[config.mk]
export PLATFORM = sky130hd
export DESIGN_NAME = register_file_scoreboard
export DESIGN_NICKNAME = d
export VERILOG_FILES = /design/src/rtl/register_file_scoreboard.sv
export SDC_FILE = /design/constraint.sdc
export NUM_CORES = 2
export LEC_CHECK = 0
export CAP_MARGIN = 30
export CORE_ASPECT_RATIO = 1.4
export CORE_UTILIZATION = 60
export DETAILED_ROUTE_END_ITERATION = 7
export HOLD_SLACK_MARGIN = 0.12
export PLACE_DENSITY_LB_ADDON = 0.08
export SYNTH_ARGS = -nofsm -noshare
export SYNTH_HDL_FRONTEND = slang
export SYNTH_SLANG_ARGS = --single-unit
[constraint.sdc]
create_clock -name clk -period 42.5 [get_ports clk]
set_clock_uncertainty 0.15 [all_clocks]
set_input_delay 8.5 -clock clk [delete_from_list [all_inputs] [get_ports clk]]
set_output_delay 8.5 -clock clk [all_outputs]
set_load 0.02 [all_outputs]
[src/rtl/register_file_scoreboard.sv]
// rtl/register_file_scoreboard.sv - parametrised register file with write bypass and busy scoreboard
// Decode reads operands and hazard flags combinationally; writeback writes and clears busy bits.
module register_file_scoreboard #(
    parameter int DATA_WIDTH = 32,
    parameter int ADDR_WIDTH = 5,
    parameter int NUM_READ   = 2,
    parameter int ZERO_REG   = 1
) (
    input  logic                             clk,
    input  logic                             rst,
    input  logic                             RegWrite,
    input  logic [ADDR_WIDTH-1:0]            WriteRegister,
    input  logic [DATA_WIDTH-1:0]            WriteData,
    input  logic                             IssueValid,
    input  logic [ADDR_WIDTH-1:0]            IssueDest,
    input  logic                             Flush,
    input  logic [NUM_READ*ADDR_WIDTH-1:0]   ReadRegister,
    output logic [NUM_READ*DATA_WIDTH-1:0]   ReadData,
    output logic [NUM_READ-1:0]              ReadBusy,
    output logic [ADDR_WIDTH:0]              BusyCount
);

    localparam int NUM_REGS = 1 << ADDR_WIDTH;

    logic [DATA_WIDTH-1:0] r_regs [NUM_REGS];
    logic [NUM_REGS-1:0]   r_busy;
    logic [ADDR_WIDTH:0]   r_busy_count;

    logic                  w_wr_en;
    logic [NUM_REGS-1:0]   w_busy_next;
    logic [ADDR_WIDTH:0]   w_popcount;

    assign w_wr_en = RegWrite && !((ZERO_REG != 0) && (WriteRegister == '0));

    // Flush wins over issue, and issue wins over a writeback clear of the same register.
    always_comb begin
        w_busy_next = r_busy;
        if (Flush) begin
            w_busy_next = '0;
        end else begin
            if (RegWrite)
                w_busy_next[WriteRegister] = 1'b0;
            if (IssueValid)
                w_busy_next[IssueDest] = 1'b1;
        end
        if (ZERO_REG != 0)
            w_busy_next[0] = 1'b0;
    end

    always_comb begin
        w_popcount = '0;
        for (int i = 0; i < NUM_REGS; i++)
            w_popcount = w_popcount + {{ADDR_WIDTH{1'b0}}, w_busy_next[i]};
    end

    always_ff @(posedge clk or posedge rst) begin
        if (rst) begin
            for (int i = 0; i < NUM_REGS; i++)
                r_regs[i] <= '0;
            r_busy       <= '0;
            r_busy_count <= '0;
        end else begin
            if (w_wr_en)
                r_regs[WriteRegister] <= WriteData;
            r_busy       <= w_busy_next;
            r_busy_count <= w_popcount;
        end
    end

    assign BusyCount = r_busy_count;

    // A writeback to the read index forwards its data and resolves the hazard in the same cycle.
    always_comb begin
        ReadData = '0;
        ReadBusy = '0;
        for (int p = 0; p < NUM_READ; p++) begin
            logic [ADDR_WIDTH-1:0] w_idx;
            logic                  w_hit;
            w_idx = ReadRegister[p*ADDR_WIDTH +: ADDR_WIDTH];
            w_hit = RegWrite && (WriteRegister == w_idx);
            if ((ZERO_REG != 0) && (w_idx == '0)) begin
                ReadData[p*DATA_WIDTH +: DATA_WIDTH] = '0;
                ReadBusy[p] = 1'b0;
            end else begin
                ReadData[p*DATA_WIDTH +: DATA_WIDTH] = w_hit ? WriteData : r_regs[w_idx];
                ReadBusy[p] = r_busy[w_idx] && !w_hit;
            end
        end
    end

endmodule

Word level (Yosys, flattened, before mapping)
Index checks and enable logic that the tools add are counted.

Eq/ne operators: 2. Reductions and logical operators: 14. $lt $le $gt $ge: 10. Mux-type cells: 27. Add/subtract/negate cells: 30. Bitwise gates (word level): 6.

Operators with widths (number): $bwmux 1024 (1); $mux 32 (13); $bmux 32 s5 (2); $demux 32 s5 (1); $add 6x1->6 (25); $and 32x32->32 (1); $not 32->32 (1); $or 32x32->32 (1); $lt 5x6->1 const B (4); $ge 6x6->1 const B (3); $not 5->6 (3); $logic_not 5->1 (3); $bmux 1 s5 (2); $demux 1 s5 (2); $eq 5x5->1 (2); $ge 5x1->1 const B (2); $logic_and 1x1->1 (8); $add 5x1->6 (1); $lt 6x1->1 const B (1); $mux 1 (6); $add 4x1->5 (1); $add 3x1->4 (1); $add 2x1->3 (1); $logic_not 1->1 (3); $add 1x1->2 (1).

Flip-flop bits (word level): 1061. Input bits: 57.

Logic depth before layout (Yosys ltp)
Depth in word-level cells: 41. Gate-level depth with buffers: 22. Gate-level depth less buffers: 19.

Worst setup path after synthesis
No wires, ideal clock.

Path type: input to output. From: input ReadRegister[0]. To: output ReadData[21]. Setup slack: 23554 ps. Cell stages on the path: 9. Arrival: 10296 ps. Path buffers: 4. Cells stage by stage: buf_6 -> buf_12 -> buf_12 -> buf_8 -> mux2i_1 -> a221oi_1 -> o21ai_1 -> o22a_1 -> a211oi_1.

Longest elaborated chain between the ends: 6.

RTL lines: start, declared (RTL line 17) `input logic [NUM_READ*ADDR_WIDTH-1:0] ReadRegister,`; $not 5->6 (not written as such) (RTL line 85) `ReadData[p*DATA_WIDTH +: DATA_WIDTH] = w_hit ? WriteData : r_regs[w_idx];`; $bmux 32 s5 (RTL line 85); $mux 32 (not written as such) (2 in series) (RTL line 85); $mux 32 (RTL line 85); $mux 32 * (RTL line 81) `if ((ZERO_REG != 0) && (w_idx == '0)) begin`; end, declared (RTL line 18) `output logic [NUM_READ*DATA_WIDTH-1:0] ReadData,`.

Mark *: on every way between the ends. The rest lies on a longest branch, timed or not. The select of a mux whose other input is x is not followed.

Final worst setup path
From: input ReadRegister[0]. To: output ReadData[14].

The elaborated chain is that of the path after synthesis.

==> qor.txt <==
Synthesized area per cell: 14.5 sq um
IO Port Bufs: 128
Register area share after synthesis: 45.8%
Worst Hold Depth: 0
Finished Layout Cells: 5241
Initial core utilization: 60.6%
Mapped cell area: 57900 sq um
Reg2Reg Launch Point: r_busy[18]$_DFF_PP0_
Postcts setup bufs: 0
Max FO, Critical Path: 75
Combinational share of power: 21.0%
DRT iter0 DRCs: 4319
DIE WIDTH: 265 um
Cell Rows: 134
Synth cell types: 64
Psw: 824 uW
Startpoint types: primary input
Post-synthesis async set-or-reset flop share: 100%
GRT Resource Usage Total: 40.1%
Initial antenna violation count: 5
Total power: 2.95 mW
Hold Crit Start: r_regs[993]$_DFFE_PP0P_
Drt wl/cell: 36.6 um
Max VDD drop: 0.0390 mV
CTS Buffer Depth: 3
Worst-Margin Slew: 1.11 ns
Seq. cell area: 26600 sq um
Clk Latency, worst-skew pair: 0.72 ns
Synth top cells by count: dfrtp_1 (1061), mux2_2 (988), mux4_2 (453)
Dpl cells: 5033
Post-synth EDFFs: 0
Pwr Density: 46.3 nW/um^2
Most frequent cell after synthesis: dfrtp_1
Cts bufs inserted: 106
Post-synth top area cell: dfrtp_1
Worst hold path class: flip-flop to flip-flop
Clock power frac: 33.6%
Top FF cell, synth: dfrtp_1
Sw frac: 27.9%
DRT Pass-1 Iters: 6
Die ar.: 97800 sq um
Post-route ant nets: 0
GPL Wtd Cong: 0.889
Post-cts gate resize count: 0
Filler cell count: 6685
MaxCap Viol Count: 0
Clk slew on worst S/H paths: 0.06 ns
Worst R2R End: BusyCount[4]$_DFF_PP0_
Fin Hold WS: 0.244 ns
Sequential share of power: 45.4%
Final Cycle Share: 52.3%
Setup_tns: 0 ns
Vias in the first global route: 41500
Post-CTS Hold Buffers: 0
Via count: 39300
Fin. Hold Viols: 0
R2R setup slack: 37.20 ns
Final Max Slew Viols: 0
Gr ovfl total: 0
Arr. time, crit path: 13.57 ns
DR top layer: met5
Worst Path Required: 33.85 ns
First-pass GRT wire length: 283 mm
Synthesized instance count: 4006
Met3 wire len: 17.1 mm
Share of layout cells above drive strength 1: 45.0%
Vias per cell: 7.49
Sinks on Clock Net: 1061
Leak: 27.6 nW
Die Y: 370 um
Ports: 129
TritonCTS clock tree: done
Status: complete, no violations
Clock tree root driver cell: clkbuf_16
Area occupied by multi-input gates: 29200 sq um
WL final: 192 mm
RSZ-0062 raised after global routing: false
Synth top area share: 45.8%
Area Overhead vs Synth: 10.0%
Reg2reg path depth: 17
Count of final setup violators: 0
Layout Nets: 4016
Int Pwr: 2.13 mW
Yosys reg bits: 1061
H-tree Lvls: 3
Hold path endpoint: r_regs[993]$_DFFE_PP0P_
Routed wl met2: 92.3 mm
Fin crit period: 22.22 ns
Slew headroom: 26.1%
Critical path endpoint category: primary output
Largest net degree at the start of global routing: 198
Syn nets: 4093
Core area: 95600 sq um
Synth area leaders: dfrtp_1 (46%), mux2_2 (19%), mux4_2 (18%)
Ys Warns: 0
CP Class: primary input to primary output
Dpl hpwl: 108 mm
WL met1: 68.7 mm
Fmax: 45.0 MHz
Util after Layout: 66.7%
DR DRC count: 0
-- flip-flops by register name, summed over array words and instances, names as in the netlist --
signal and flops:
BusyCount 6, r_busy 31, r_regs 1024
-- worst max path at each step --
| stage | startpoint | endpoint | slack (ns) | cells after the start |
|---|---|---|---|---|
| global route | ReadRegister[0] | ReadData[14] | 19.89 | 10 |
| finish | ReadRegister[0] | ReadData[14] | 20.28 | 10 |
| CTS | ReadRegister[0] | ReadData[14] | 20.26 | 10 |
| global placement | ReadRegister[0] | ReadData[14] | 20.29 | 10 |
| floorplan | rst | BusyCount[0]$_DFF_PP0_ | 3.98 | 1 |
| detailed placement | ReadRegister[0] | ReadData[14] | 20.28 | 10 |
-- worst max-delay path, stage by stage --
cell	delay, ns
buf_8	0.61
buf_4	0.88
buf_4	0.80
buf_4	0.66
mux2i_1	0.16
a221oi_1	0.33
o21ai_1	0.11
o22a_1	0.29
a211oi_1	0.34
clkdlybuf4s50_1	0.69
-- per-layer routing --
layer	GRT usage [%]	up-vias
li1	-	15200
met1	49.5	21000
met2	64.7	2364
met3	8.82	706
met4	24.9	2
met5	0	-
-- layout by cell type, fill, tap and decap left out, types with 16 or more instances in the layout --
cell type,count
mux2_2,988
nand2_1,87
inv_1,42
o22ai_1,42
a22oi_1,110
nor2_4,20
o211ai_1,22
nor2b_1,16
clkdlybuf4s50_1,118
a221oi_1,24
nor2_1,55
clkinv_2,16
nor3_1,38
fa_1,23
a221o_1,18
a21oi_1,41
a21o_1,19
a211oi_1,32
a22o_1,17
clkbuf_8,23
buf_4,102
dfrtp_1,1061
clkbuf_16,111
nand3_1,29
mux2i_1,169
o21ai_0,51
clkbuf_1,24
mux4_2,453
-- cell families after synthesis --
kind of cell	Yosys count	share of synthesized area [%]
buf+inv	488	4.20
mux	1635	40.5
simple gates	339	2.87
xor+xnor	13	0.197
compound gates	440	5.49
fa+ha+maj	30	0.946
flops	1061	45.8
-- area by class of cell --
class / instances / area share [%]
antenna: 3 / 0.0118
clock buffer: 155 / 4.88
tap: 1224 / 2.40
sequential: 1061 / 41.6
clock inverter: 38 / 0.816
inverter: 45 / 0.277
timing repair buffer: 258 / 4.22
multi-input combinational: 2457 / 45.8
-- power groups by stage --
stage | Clock [mW] | Combinational, mW | Sequential [mW]
floorplan | 0 | 0.474 | 1.30
global placement | 0 | 0.590 | 1.32
detailed placement | 0 | 0.613 | 1.35
CTS | 1.00 | 0.616 | 1.33
global route | 1.04 | 0.656 | 1.36
finish | 0.993 | 0.620 | 1.34
-- stage by stage --
stage	setup slack (ns)	cell area [sq um]
floorplan	3.98	57900
global placement	20.29	59600
detailed placement	20.28	59800
CTS	20.26	63500
global route	19.89	63800
finish	20.28	63800
(Power assumes the default switching activity.)
